==> src/rtl/spi_pkg.sv <==
// Shared definitions for the SPI peripheral.
//   spi_state_e            : peripheral FSM states
//   SPI_MODE/CPOL/CPHA     : SPI mode implemented by the peripheral (mode 1)
//   SPI_DEFAULT_DATA_WIDTH : default bits per frame byte
package spi_pkg;

    typedef enum logic [1:0] {
        StIdle     = 2'd0,  // CS deasserted
        StSelected = 2'd1,  // CS asserted, waiting for the first rising SCLK of a byte
        StShift    = 2'd2   // mid-byte
    } spi_state_e;

    localparam logic [1:0]  SPI_MODE = 2'd1;
    localparam logic        SPI_CPOL = SPI_MODE[1];
    localparam logic        SPI_CPHA = SPI_MODE[0];

    localparam int unsigned SPI_DEFAULT_DATA_WIDTH = 8;

endpackage

==> src/rtl/spi_sync.sv <==
// Multi-flop synchronizer with rise/fall detection on the synchronized level.
//   clk, rst_n : system clock, asynchronous active-low reset
//   din        : asynchronous input
//   level      : synchronized level
//   rise, fall : one-cycle pulses on synchronized 0->1 / 1->0 transitions
module spi_sync #(
    parameter int unsigned SYNC_STAGES = 2,
    parameter logic        RESET_VALUE = 1'b0
) (
    input  logic clk,
    input  logic rst_n,
    input  logic din,
    output logic level,
    output logic rise,
    output logic fall
);

    logic [SYNC_STAGES-1:0] stages;
    logic [SYNC_STAGES:0]   chain;
    logic                   prev;

    assign chain = {stages, din};

    // Edge history resets to the same value as the chain, so releasing reset
    // never manufactures an edge on its own.
    always_ff @(posedge clk or negedge rst_n) begin
        if (!rst_n) begin
            stages <= {SYNC_STAGES{RESET_VALUE}};
            prev   <= RESET_VALUE;
        end else begin
            stages <= chain[SYNC_STAGES-1:0];
            prev   <= stages[SYNC_STAGES-1];
        end
    end

    assign level = stages[SYNC_STAGES-1];
    assign rise  = level & ~prev;
    assign fall  = ~level & prev;

endmodule

==> src/rtl/spi_peripheral.sv <==
// SPI mode-1 peripheral with a one-entry TX holding register.
//   clock_i, reset_ni       : system clock, asynchronous active-low reset
//   SCLK_i, CS_ni, MOSI_i   : asynchronous SPI pins from the controller
//   MISO_o, MISO_oe_o       : serial data out and its output enable
//   tx_buffer_i/valid/ready : byte handshake into the holding register
//   rx_buffer_o, rx_valid_o : last received byte and its update pulse
//   underrun_o, abort_o     : byte started with empty holding reg / CS lost mid-byte
//   busy_o                  : FSM not idle
module spi_peripheral
    import spi_pkg::*;
#(
    parameter int unsigned DATA_WIDTH  = SPI_DEFAULT_DATA_WIDTH,
    parameter int unsigned SYNC_STAGES = 2
) (
    input  logic                  clock_i,
    input  logic                  reset_ni,
    input  logic                  SCLK_i,
    input  logic                  CS_ni,
    input  logic                  MOSI_i,
    output logic                  MISO_o,
    output logic                  MISO_oe_o,
    input  logic [DATA_WIDTH-1:0] tx_buffer_i,
    input  logic                  tx_valid_i,
    output logic                  tx_ready_o,
    output logic [DATA_WIDTH-1:0] rx_buffer_o,
    output logic                  rx_valid_o,
    output logic                  underrun_o,
    output logic                  abort_o,
    output logic                  busy_o
);

    localparam int unsigned     CNT_W    = (DATA_WIDTH > 1) ? $clog2(DATA_WIDTH) : 1;
    localparam logic [CNT_W-1:0] LAST_BIT = CNT_W'(DATA_WIDTH - 1);

    logic sclk_level, sclk_rise, sclk_fall;
    logic cs_level, cs_rise, cs_fall;
    logic mosi_level, mosi_rise, mosi_fall;

    spi_sync #(.SYNC_STAGES(SYNC_STAGES), .RESET_VALUE(SPI_CPOL)) u_sync_sclk (
        .clk   (clock_i),
        .rst_n (reset_ni),
        .din   (SCLK_i),
        .level (sclk_level),
        .rise  (sclk_rise),
        .fall  (sclk_fall)
    );

    // CS resets to "deasserted" so a reset released mid-frame starts from IDLE.
    spi_sync #(.SYNC_STAGES(SYNC_STAGES), .RESET_VALUE(1'b1)) u_sync_cs (
        .clk   (clock_i),
        .rst_n (reset_ni),
        .din   (CS_ni),
        .level (cs_level),
        .rise  (cs_rise),
        .fall  (cs_fall)
    );

    spi_sync #(.SYNC_STAGES(SYNC_STAGES), .RESET_VALUE(1'b0)) u_sync_mosi (
        .clk   (clock_i),
        .rst_n (reset_ni),
        .din   (MOSI_i),
        .level (mosi_level),
        .rise  (mosi_rise),
        .fall  (mosi_fall)
    );

    logic unused_sync;
    assign unused_sync = ^{sclk_level, cs_level, mosi_rise, mosi_fall};

    // With CPHA=1 data launches on the leading edge and is captured on the trailing one.
    logic drive_edge, sample_edge;
    assign drive_edge  = SPI_CPHA ? sclk_rise : sclk_fall;
    assign sample_edge = SPI_CPHA ? sclk_fall : sclk_rise;

    spi_state_e            state, state_next;
    logic [DATA_WIDTH-1:0] tx_shift, rx_shift, rx_next, hold;
    logic [CNT_W-1:0]      bit_cnt;
    logic                  hold_full, hold_full_next, hold_write;
    logic                  rx_valid_q, underrun_q, abort_q;
    logic                  load, tx_step, rx_step, byte_done, abort_evt;

    assign rx_next    = {rx_shift[DATA_WIDTH-2:0], mosi_level};
    assign hold_write = tx_valid_i & ~hold_full;

    always_ff @(posedge clock_i or negedge reset_ni) begin
        if (!reset_ni) begin
            state <= StIdle;
        end else begin
            state <= state_next;
        end
    end

    always_comb begin
        state_next = state;
        load       = 1'b0;
        tx_step    = 1'b0;
        rx_step    = 1'b0;
        byte_done  = 1'b0;
        abort_evt  = 1'b0;
        if (cs_rise) begin
            // Deselect wins over any SCLK activity in the same cycle.
            state_next = StIdle;
            abort_evt  = (state == StShift);
        end else begin
            unique case (state)
                StIdle: begin
                    if (cs_fall) state_next = StSelected;
                end
                StSelected: begin
                    if (drive_edge) begin
                        state_next = StShift;
                        load       = 1'b1;
                    end
                end
                StShift: begin
                    tx_step = drive_edge;
                    if (sample_edge) begin
                        rx_step = 1'b1;
                        if (bit_cnt == LAST_BIT) begin
                            byte_done  = 1'b1;
                            state_next = StSelected;
                        end
                    end
                end
                default: state_next = StIdle;
            endcase
        end
    end

    // A load empties the register; a write in the same cycle refills it.
    always_comb begin
        hold_full_next = hold_full;
        if (load)       hold_full_next = 1'b0;
        if (hold_write) hold_full_next = 1'b1;
    end

    always_ff @(posedge clock_i or negedge reset_ni) begin
        if (!reset_ni) begin
            hold        <= '0;
            hold_full   <= 1'b0;
            tx_shift    <= '0;
            rx_shift    <= '0;
            bit_cnt     <= '0;
            rx_buffer_o <= '0;
            rx_valid_q  <= 1'b0;
            underrun_q  <= 1'b0;
            abort_q     <= 1'b0;
        end else begin
            hold_full  <= hold_full_next;
            rx_valid_q <= byte_done;
            underrun_q <= load & ~hold_full;
            abort_q    <= abort_evt;

            if (hold_write) hold <= tx_buffer_i;

            if (load) begin
                tx_shift <= hold_full ? hold : '0;
            end else if (tx_step) begin
                tx_shift <= {tx_shift[DATA_WIDTH-2:0], 1'b0};
            end

            if (cs_rise) begin
                bit_cnt  <= '0;
                rx_shift <= '0;
            end else if (rx_step) begin
                rx_shift <= rx_next;
                if (byte_done) begin
                    bit_cnt     <= '0;
                    rx_buffer_o <= rx_next;
                end else begin
                    bit_cnt <= bit_cnt + CNT_W'(1);
                end
            end
        end
    end

    assign busy_o     = (state != StIdle);
    assign MISO_oe_o  = (state != StIdle);
    assign MISO_o     = MISO_oe_o & tx_shift[DATA_WIDTH-1];
    assign tx_ready_o = ~hold_full;
    assign rx_valid_o = rx_valid_q;
    assign underrun_o = underrun_q;
    assign abort_o    = abort_q;

endmodule

==> config.mk <==
export PLATFORM = sky130hd
export DESIGN_NAME = spi_peripheral
export DESIGN_NICKNAME = d
export VERILOG_FILES = /design/src/rtl/spi_pkg.sv /design/src/rtl/spi_sync.sv /design/src/rtl/spi_peripheral.sv
export SDC_FILE = /design/constraint.sdc
export NUM_CORES = 1
export LEC_CHECK = 0
export ABC_AREA = 1
export CAP_MARGIN = 0
export CORE_MARGIN = 2
export CORE_UTILIZATION = 50
export CTS_BUF_LIST = sky130_fd_sc_hd__clkbuf_4
export DETAILED_ROUTE_END_ITERATION = 16
export PLACE_DENSITY = 0.77
export SYNTH_ARGS = -nofsm -noshare
export SYNTH_HDL_FRONTEND = slang
export SYNTH_SLANG_ARGS = --single-unit
==> constraint.sdc <==
create_clock -name clock_i -period 1.4 [get_ports clock_i]
set_input_delay 0.14 -clock clock_i [delete_from_list [all_inputs] [get_ports clock_i]]
set_output_delay 0.14 -clock clock_i [all_outputs]
set_load 0.03 [all_outputs]
After elaboration in Yosys (flattened, before gate mapping):

Index checks and enable logic that the tools add are counted.

* logic and storage cells: 72
* flip-flop bits (word level): 48
* bits in writable memories: 0
* latch bits: 0
* memory bits (read-only): 0
* input bits: 14
* output and inout port bits: 15
* memories: 0

* add/subtract/negate cells: 1
* reduce and logical (&&, ||, !) cells: 7
* bitwise gates (word level): 13
* shifts and indexed selects: 0
* divide/modulo/power cells: 0
* muxes and demuxes: 29
* multipliers: 0
* order comparisons: 0
* equality and inequality tests: 7

Operators with widths (number)
* 2-to-1 mux 8 bit: 3
* 2-to-1 mux 1 bit: 15
* 2-to-1 mux 7 bit: 2
* 2-to-1 mux 2 bit: 5
* 2-to-1 mux 3 bit: 3
* inequality test 3 bit, second input constant: 3
* nonzero test 2 bit: 4
* bitwise AND 1 bit: 7
* inverter 1 bit: 6
* one-hot mux 2 bit (3 select lines): 1
* AND reduction 4 bit: 1
* adder 3 x 1 -> 3 bit, second input constant: 1
* == test 3 bit, second input constant: 1
* inequality test 3 x 2 -> 1 bit, second input constant: 1
* AND reduction 3 bit: 1
* == test 2 x 1 -> 1 bit, second input constant: 1
* == test 2 bit, second input constant: 1
* zero test 2 bit: 1

Logic depth before layout (Yosys ltp):

Gate-level depths: netlist of run 1.

* word-level depth: 8
* mapped depth: 8
* mapped depth without buffers: 7

Hierarchy:

From an unflattened synthesis of run 1, not the netlist that was laid out.

* cell total of the unflattened synthesis: 206
* area total of the unflattened synthesis: 2074.5 µm²

Modules (own cells, without submodules)
* spi_peripheral: area an instance 1800.5 µm², seq. area each 1001.0 µm², times used 1, cells an instance 185
* spi_sync at u_sync_mosi ...: area an instance 90.1 µm², seq. area each 75.1 µm², times used 2, cells an instance 7
* spi_sync at u_sync_cs: area an instance 93.8 µm², seq. area each 78.8 µm², times used 1, cells an instance 7

Worst setup path before layout of run 1:

OpenSTA, ideal clock, no wires.

* kind: register -> register
* start point: register u_sync_cs.prev
* end point: register tx_shift[2]
* path slack: -0.159 ns
* arrival: 1.442 ns
* required time: 1.283 ns
* stages on the path, launching flop included: 8
* period minus slack after synthesis: 1.559 ns
* buffers on the path: 1
* library setup time: 0.117 ns
* path through: dfstp_2 -> inv_1 -> ha_1 -> nor2_4 -> nand3_4 -> buf_6 -> nand3_1 -> nand2_1

* cells in the longest elaborated chain, start to end: 4
* elaborated cells on any way between the ends: 6
* those cells by class: 3 x mux; 2 x bitwise; 1 x reduce/logical

RTL lines
* from (decl): RTL line spi_sync.sv:20 `logic prev;`
* from (signal assigned): RTL line spi_sync.sv:32 `prev <= stages[SYNC_STAGES-1];`
* inverter 1 bit (*): RTL line spi_sync.sv:37 `assign rise = level & ~prev;`
* bitwise AND 1 bit (*): RTL line spi_sync.sv:37
* 2-to-1 mux 1 bit: RTL line spi_peripheral.sv:100 `if (cs_rise) begin`
* 2-to-1 mux 8 bit or nonzero test 2 bit (tied branches)
* to (signal assigned): RTL line spi_peripheral.sv:157 `tx_shift <= hold_full ? hold : '0;`
* to (signal assigned): RTL line spi_peripheral.sv:159 `tx_shift <= {tx_shift[DATA_WIDTH-2:0], 1'b0};`
* to (decl): RTL line spi_peripheral.sv:76 `logic [DATA_WIDTH-1:0] tx_shift, rx_shift, rx_next, hold;`

Every way passes the cells marked *; elsewhere a longest branch is shown, timed or not.
A chain may end at the register's enable or synchronous reset.

Worst setup path after layout of run 1:

Same ends and word-level chain as after synthesis.

==> results of run 1 <==
-- area by class of cell --
cell class | count | area, sq um
Fill cell | 312 | 1360
Clock inverter | 1 | 3.75
Inverter | 26 | 97.6
Multi-Input combinational cell | 125 | 845
Sequential cell | 48 | 1200
Clock buffer | 7 | 52.6
Tap cell | 50 | 62.6
Timing Repair Buffer | 38 | 379
-- where the power goes --
part	internal [mW]	leakage (nW)	switching (mW)
Combinational	0.481	0.643	0.647
Clock	0.233	0.0338	0.405
Sequential	1.65	0.619	0.162
-- metal layers --
metal | vias up | GRT usage [%]
met5 | - | 0
met4 | 0 | 8.00
met3 | 7 | 4.93
met2 | 27 | 28.5
met1 | 711 | 27.7
li1 | 733 | -
-- registers in the layout (all words and copies together), names as in the netlist, 2 cells and up --
name / flops
u_sync_sclk.stages: 2
rx_shift: 7
hold: 8
rx_buffer_o: 8
u_sync_cs.stages: 2
bit_cnt: 3
u_sync_mosi.stages: 2
tx_shift: 8
state: 2
-- cells by family after synthesis --
family | synth area share (%)
multiplexers | 4.33
adder cells (fa/ha/maj) | 1.81
buffers and inverters | 6.62
flip-flops | 58.0
AND/OR/NAND/NOR | 23.5
AO/OA/AOI/OAI | 5.72
-- cells in the mapped netlist, drive strengths merged --
master | count | area [sq um]
inv | 26 | 97.6
mux2 | 8 | 90.1
nand4 | 7 | 43.8
o21ai | 17 | 111
buf | 5 | 40.0
nand3 | 22 | 138
o21a | 1 | 7.51
nor2 | 9 | 75.1
dfstp | 3 | 78.8
dfrtp | 45 | 1130
ha | 3 | 37.5
nand2 | 56 | 233
-- timing repair --
action / 4_1_cts / 5_1_grt
pin swaps: 1 / 1
hold endpoints to repair: 48 / 0
endpoints found under the setup margin: 29 / 29
cloned: 2 / 1
resized for setup: 19 / 17
hold buffers: 1 / 0
-- how the worst min path moves through the flow --
stage	to	slack [ns]	cells past startpoint
after floorplan	abort_o	-0.16	0
after global placement	rx_buffer_o[4]	0.03	1
after detailed placement	rx_buffer_o[4]	0.03	1
after CTS	rx_buffer_o[3]	0.15	2
after global routing	u_sync_cs.stages[0]	0.14	1
final	rx_buffer_o[3]	0.17	2
-- through the flow --
stage	worst slack [ns]	hold WS, ns
after detailed placement	-0.0880	0.0300
after global routing	-0.148	0.140
after global placement	-0.0274	0.0287
after floorplan	-0.0435	-0.156
after CTS	-0.0344	0.153
final	-0.0563	0.166
==> flow_metrics.env, run 1 <==
export IMPL_grt_pass1_vias=1428
export IMPL_num_antenna_cells=0
export IMPL_drc=0
export IMPL_setup_tns_ns=-0.338
export IMPL_seq_area_frac_synth_pct=58.0
export IMPL_max_freq_ghz=0.687
export IMPL_clock_skew_ns=0.0101
export IMPL_cts_inserted_buffers=5
export IMPL_syn_avg_cell_area_sq_um=10.3
export IMPL_startpoint="u_sync_cs.prev"
export IMPL_routed_wl_mm=3.91
export IMPL_fin_area_sq_mm=0.00265
export IMPL_grtUsageTotal_pct=19.5
export IMPL_drive_above_1_share_pct=29.8
export IMPL_cap_viol_max_count=0
export IMPL_max_slew_margin_pct=79.5
export IMPL_slew_viol_final=0
export IMPL_fp_dieH_microns=68.5
export IMPL_fin_crit_ns=1.46
export IMPL_path_class="register to register"
export IMPL_hold_path_class="input pin to async pin"
export IMPL_endpoint_kind="register"
export IMPL_dieArea_sq_mm=0.00469
export IMPL_antenna_found_initial=0
export IMPL_ys_ff_latch=48
export IMPL_wl_met3_microns=146
export IMPL_routedWlPerCell_microns=13.3
export IMPL_crit_end="tx_shift[2]"
export IMPL_ff2ff_setup_slack_ns=-0.06
export IMPL_syn_nets=219
export IMPL_setup_ws_ns=-0.0563
export IMPL_path_cells="inv_2, ha_4, nor2_4, buf_6, nand4_1, nand3_2, nand2_1"
export IMPL_cp_num_buf_inv=2
export IMPL_area_growth_pct=27.3
export IMPL_final_common_cell="dfrtp_1"
export IMPL_top_layer="met4"
export IMPL_clk_pin_slew_worst_paths_ns=0.13
export IMPL_core_sq_mm=0.00400
export IMPL_drt_first_pass_iters=4
export IMPL_path_delay_family="flip-flops"
export IMPL_placed_cells=283
export IMPL_rr_startpoint="u_sync_cs.prev"
export IMPL_r2r_end="tx_shift[2]"
export IMPL_cts_sinks=48
export IMPL_via_count=1478
export IMPL_reg2reg_depth=7
export IMPL_drt_first_iter_violations=123
export IMPL_grt_max_degree=28
export IMPL_cp_slowest_cell="dfstp_2"
export IMPL_dpl_cell_area_sq_mm=0.00246
export IMPL_initial_core_util_pct=52.0
export IMPL_setup_viol=9
export IMPL_cp_start_kind="register"
export IMPL_drtAntennaViolNets=0
export IMPL_overflow=0
export IMPL_max_vdd_ir_drop_mv=0.830
export IMPL_tightest_slew_ns=0.309
export IMPL_arrival_ns=1.71
export IMPL_grt_pass1_wl_mm=6.58
export IMPL_cp_depth=7
export IMPL_clk_latency_ns=0.36
export IMPL_io_pins=29
export IMPL_fin_crit_sh_pct=104
export IMPL_root_buffer="clkbuf_4"
export IMPL_wl_met2_mm=1.78
export IMPL_fin_cells=295
export IMPL_h_tree_depth=2
export IMPL_layout_common_cells="dfrtp_1, nand2_1, inv_1, nand3_1, clkdlybuf4s50_1"
export IMPL_p_per_area_mw_per_mm2=1350
export IMPL_synth_cells=202
export IMPL_routedLengthMet1_mm=1.92
export IMPL_dp_hpwl_mm=2.63
export IMPL_cts_buffer_depth=2
export IMPL_nNetsFinal=261
export IMPL_cts_tree="done"
export IMPL_ys_types=24
export IMPL_max_stage_delay_ns=0.55
export IMPL_cp_required_ns=1.66
export IMPL_status="finished, violations left"
export IMPL_die_x_microns=68.5
export IMPL_via_per_inst=5.01
export IMPL_syn_area_sq_mm=0.00208
export IMPL_cp_max_fo=8
export IMPL_violations="negative setup slack"
export IMPL_power_leakage_nw=1.30
export IMPL_postCtsSetupRepairBufs=0
export IMPL_finalHoldViolCount=0
export IMPL_rsz0062_at_grt="true"
export IMPL_ys_warn_count=0
export IMPL_power_mw=3.58
export IMPL_place_congestion=0.896
export IMPL_portBuffers=28
export IMPL_fin_util_pct=66.1
export IMPL_num_rows=23
No activity file was read; power rests on OpenSTA's default activity.
==> run 2: changes to the inputs <==
Settings changed: CORE_UTILIZATION 50 to 35, PLACE_DENSITY 0.77 to unset.
==> flow_metrics.env, run 2 (synthesis results as in run 1) <==
export IMPL_rsz0062_at_grt="true"
export IMPL_cts_inserted_buffers=5
export IMPL_max_slew_margin_pct=79.8
export IMPL_finalHoldViolCount=0
export IMPL_routedWlPerCell_microns=11.8
export IMPL_cp_max_fo=9
export IMPL_nFillCells=603
export IMPL_antenna_found_initial=0
export IMPL_overflow=0
export IMPL_power_leakage_nw=1.30
export IMPL_tightest_slew_ns=0.304
export IMPL_slew_viol_final=0
export IMPL_routed_wl_mm=3.77
export IMPL_core_sq_mm=0.00582
export IMPL_p_per_area_mw_per_mm2=1430
export IMPL_arrival_ns=1.71
export IMPL_endpoint_kind="register"
export IMPL_biggestRegsByFlops="hold (8), rx_buffer_o (8), tx_shift (8)"
export IMPL_drt_first_iter_violations=79
export IMPL_cts_tree="done"
export IMPL_hold_path_class="input pin to register"
export IMPL_drt_first_pass_iters=4
export IMPL_clk_pin_slew_worst_paths_ns=0.14
export IMPL_clock_skew_ns=0.0133
export IMPL_grt_pass1_wl_mm=6.62
export IMPL_cap_viol_max_count=0
export IMPL_max_vdd_ir_drop_mv=0.875
export IMPL_max_freq_ghz=0.712
export IMPL_path_class="register to register"
export IMPL_status="finished, violations left"
export IMPL_cts_buffer_depth=2
export IMPL_cts_sinks=48
export IMPL_num_rows=28
export IMPL_h_tree_depth=2
export IMPL_grt_max_degree=49
export IMPL_fin_crit_sh_pct=100
export IMPL_portBuffers=28
export IMPL_clk_latency_ns=0.36
export IMPL_power_mw=3.81
export IMPL_setup_ws_ns=-0.00528
export IMPL_drive_above_1_share_pct=27.2
export IMPL_violations="negative setup slack"
export IMPL_grt_pass1_vias=1489
export IMPL_fp_dieH_microns=81.1
export IMPL_root_buffer="clkbuf_4"
export IMPL_dieArea_sq_mm=0.00657
export IMPL_die_x_microns=81.1
export IMPL_nNetsFinal=262
export IMPL_grtUsageTotal_pct=13.1
export IMPL_drtAntennaViolNets=0
export IMPL_cp_start_kind="register"
export IMPL_cp_required_ns=1.71
export IMPL_use_met3_pct=3.44
export IMPL_drc=0
export IMPL_final_common_cell="nand2_1"
export IMPL_dp_hpwl_mm=2.51
export IMPL_holdWs_ns=0.167
export IMPL_fin_crit_ns=1.41
export IMPL_io_pins=29
export IMPL_via_count=1473
export IMPL_fin_area_sq_mm=0.00266
export IMPL_grt_busiest_layer="met2"
export IMPL_initial_core_util_pct=35.7
export IMPL_num_antenna_cells=0
export IMPL_area_growth_pct=27.9
export IMPL_layout_common_cells="nand2_1, dfrtp_1, inv_1, nand3_1, clkdlybuf4s50_1"
export IMPL_place_congestion=0.757
export IMPL_use_met1_pct=18.6
export IMPL_via_per_inst=4.59
export IMPL_setup_viol=2
export IMPL_dpl_cell_area_sq_mm=0.00249
export IMPL_grt_util_met2_pct=18.7
## run 2: worst paths after layout
check                                       from               endpoint  slack, ns  cells after the start
max                               u_sync_cs.prev            tx_shift[2]     -0.005                      7
min                                        CS_ni    u_sync_cs.stages[0]       0.17                      1
max reg2reg                       u_sync_cs.prev            tx_shift[2]     -0.005                      7
min reg2reg                u_sync_mosi.stages[0]  u_sync_mosi.stages[1]       0.36                      0
max in group asynchronous               reset_ni         u_sync_cs.prev       0.86                      3
min in group asynchronous               reset_ni         rx_buffer_o[4]       0.27                      3
## run 2: timing repair
item	in CTS	in global routing
resized for setup	17	7
buffers inserted	2	0
hold buffers	1	0
pin swaps	1	4
hold endpoints to repair	48	0
endpoints found under the setup margin	28	30
cloned	2	1
## run 2: layout make-up
type	count	area, sq um	area share (%)
clock buffers	5	37.5	1.41
inverters	26	97.6	3.67
repair buffers	38	365	13.7
well taps	75	93.8	3.53
flip-flops and latches	48	1210	45.4
clock inverters	3	42.5	1.60
multi-input cells	126	815	30.6
## run 2: where the power goes
part / internal [mW] / switching (mW)
registers: 1.65 / 0.168
clock network: 0.373 / 0.439
logic: 0.510 / 0.671
## run 2: routing by layer
layer | up-vias | share of wire [%]
met5 | - | 0
met4 | 0 | 1.9
met1 | 705 | 50
met2 | 22 | 45
li1 | 739 | -
met3 | 7 | 3.5
## run 2: per-stage QoR
stage | setup TNS, ns | utilization [%] | instances | worst slack, ns
finish | -0.00813 | 45.7 | 321 | -0.00528
detailed placement | -0.402 | 42.8 | 307 | -0.0459
floorplan | -0.320 | - | 202 | -0.0435
CTS | -0.0202 | 45.2 | 320 | -0.0108
global placement | -0.190 | 42.8 | 307 | -0.0335
global route | -0.934 | 45.7 | 321 | -0.0834
## run 2: critical path, cell delays in order (launching register included)
cell and delay [ns]:
dfstp_2 0.55, inv_2 0.04, ha_4 0.17, nor2_4 0.14, nand3_4 0.15, nand2_4 0.15
nand3_1 0.09, nand2_1 0.06
==> run 3: changes to the inputs <==
Settings changed: SKIP_CTS_REPAIR_TIMING set to 1.
==> flow_metrics.env, run 3 (synthesis results as in run 1) <==
export IMPL_status="finished, violations left"
export IMPL_violations="negative setup slack"
export IMPL_final_common_cell="nand2_1"
export IMPL_fin_crit_ns=1.45
export IMPL_fin_util_pct=46.8
export IMPL_layout_common_cells="nand2_1, dfrtp_1, inv_1, nand3_1, clkdlybuf4s50_1"
export IMPL_overflow=0
export IMPL_io_pins=29
export IMPL_biggestRegsByFlops="hold (8), rx_buffer_o (8), tx_shift (8)"
export IMPL_path_delay_family="flip-flops"
export IMPL_drt_first_pass_iters=4
export IMPL_cts_tree="done"
export IMPL_cp_required_ns=1.66
export IMPL_fin_crit_sh_pct=103
export IMPL_endpoint_kind="register"
export IMPL_comb_power_share_pct=32.0
export IMPL_max_vdd_ir_drop_mv=0.904
export IMPL_dpl_cell_area_sq_mm=0.00249
export IMPL_root_buffer="clkbuf_4"
export IMPL_power_mw=3.86
export IMPL_p_int_mw=2.57
export IMPL_path_class="register to register"
export IMPL_cts_sinks=48
export IMPL_via_per_inst=4.61
export IMPL_initial_core_util_pct=35.7
export IMPL_portBuffers=28
export IMPL_tightest_slew_ns=0.317
export IMPL_cp_num_buf_inv=2
export IMPL_cp_max_fo=8
export IMPL_setup_viol=7
export IMPL_clock_skew_ns=0.00960
export IMPL_power_share_sequential_pct=47.1
export IMPL_area_growth_pct=30.9
export IMPL_p_switching_mw=1.30
export IMPL_clk_latency_ns=0.35
export IMPL_h_tree_depth=2
export IMPL_hold_path_class="input pin to register"
export IMPL_antenna_found_initial=0
export IMPL_cts_buffer_depth=2
export IMPL_swShare_pct=33.6
export IMPL_die_x_microns=81.1
export IMPL_slew_viol_final=0
export IMPL_routedWlPerCell_microns=11.8
export IMPL_dp_hpwl_mm=2.51
export IMPL_via_count=1480
export IMPL_core_sq_mm=0.00582
export IMPL_cts_inserted_buffers=5
export IMPL_power_frac_clock_pct=20.9
export IMPL_grtUsageTotal_pct=12.4
export IMPL_cp_start_kind="register"
export IMPL_rsz0062_at_grt="true"
export IMPL_place_congestion=0.757
export IMPL_p_per_area_mw_per_mm2=1420
export IMPL_fp_dieH_microns=81.1
export IMPL_drc=0
export IMPL_max_freq_ghz=0.691
export IMPL_setup_ws_ns=-0.0482
export IMPL_grt_max_degree=49
export IMPL_fin_area_sq_mm=0.00272
export IMPL_drive_above_1_share_pct=29.3
export IMPL_drt_first_iter_violations=77
export IMPL_routed_wl_mm=3.79
export IMPL_dp_slack_ns=-0.0459
export IMPL_max_slew_margin_pct=78.8
export IMPL_num_antenna_cells=0
export IMPL_drtAntennaViolNets=0
export IMPL_clk_pin_slew_worst_paths_ns=0.14
export IMPL_cp_slowest_cell="dfstp_2"
export IMPL_power_leakage_nw=1.46
export IMPL_cap_viol_max_count=0
export IMPL_finalHoldViolCount=0
export IMPL_max_stage_delay_ns=0.55
export IMPL_grt_pass1_wl_mm=6.26
export IMPL_nNetsFinal=262
export IMPL_num_rows=28
export IMPL_setup_tns_ns=-0.183
export IMPL_path_cells="inv_2, ha_4, nor2_4, buf_6, nand4_1, nand3_1, nand2_1"
export IMPL_grt_pass1_vias=1395
export IMPL_dieArea_sq_mm=0.00657
export IMPL_arrival_ns=1.71
[run 3: cell types whose count changed in the layout (fill, tap and decap cells not counted), sizes merged]
cell,change
dlygate4sd2,-11
dlymetal6s2s,+11
nand3,+1
nor2,-1
[run 3: area by class of cell]
class                      instances  area [sq um]
multi-input combinational        126           823
sequential                        48          1210
clock inverter                     3          42.5
tap                               75          93.8
timing repair buffer              38           419
fill                             585          3090
clock buffer                       5          37.5
inverter                          26          97.6
[run 3: final timing paths]
kind                                            start               endpoint  slack (ns)  cells after the start
worst min register to register  u_sync_mosi.stages[0]  u_sync_mosi.stages[1]        0.36                      0
max in group asynchronous                    reset_ni         u_sync_cs.prev        0.85                      3
worst min-delay path                            CS_ni    u_sync_cs.stages[0]        0.18                      1
worst max-delay path                   u_sync_cs.prev            tx_shift[7]       -0.05                      7
worst max register to register         u_sync_cs.prev            tx_shift[7]       -0.05                      7
min in group asynchronous                    reset_ni            rx_shift[3]        0.27                      3
[run 3: per-stage QoR]
step / instances / hold slack, ns
global placement: 307 / 0.145
global route: 321 / 0.152
detailed placement: 307 / 0.149
floorplan: 202 / -0.156
CTS: 315 / -0.269
finish: 321 / 0.179
[run 3: worst register-to-register path: cells and delay by family, from the launching register on]
family	cells	cell delay, ns
flops	1	0.55
simple gates	4	0.44
buf+inv	2	0.20
fa+ha+maj	1	0.18
[run 3: routing by layer]
metal | part of all wire (%) | global-route usage, % | vias to the layer above
li1 | - | - | 739
met1 | 49 | 18.2 | 712
met2 | 46 | 17.4 | 24
met3 | 3.6 | 3.22 | 5
met4 | 1.7 | 5.08 | 0
met5 | 0 | 0 | -
[run 3: power by group through the flow]
| stage | logic, mW | clock network, mW | registers [mW] |
|---|---|---|---|
| final | 1.23 | 0.807 | 1.82 |
| after global routing | 1.37 | 0.909 | 1.86 |
| after CTS | 1.10 | 0.845 | 1.81 |
| after detailed placement | 1.09 | 0 | 1.84 |
| after global placement | 1.08 | 0 | 1.83 |
| after floorplan | 0.806 | 0 | 1.79 |
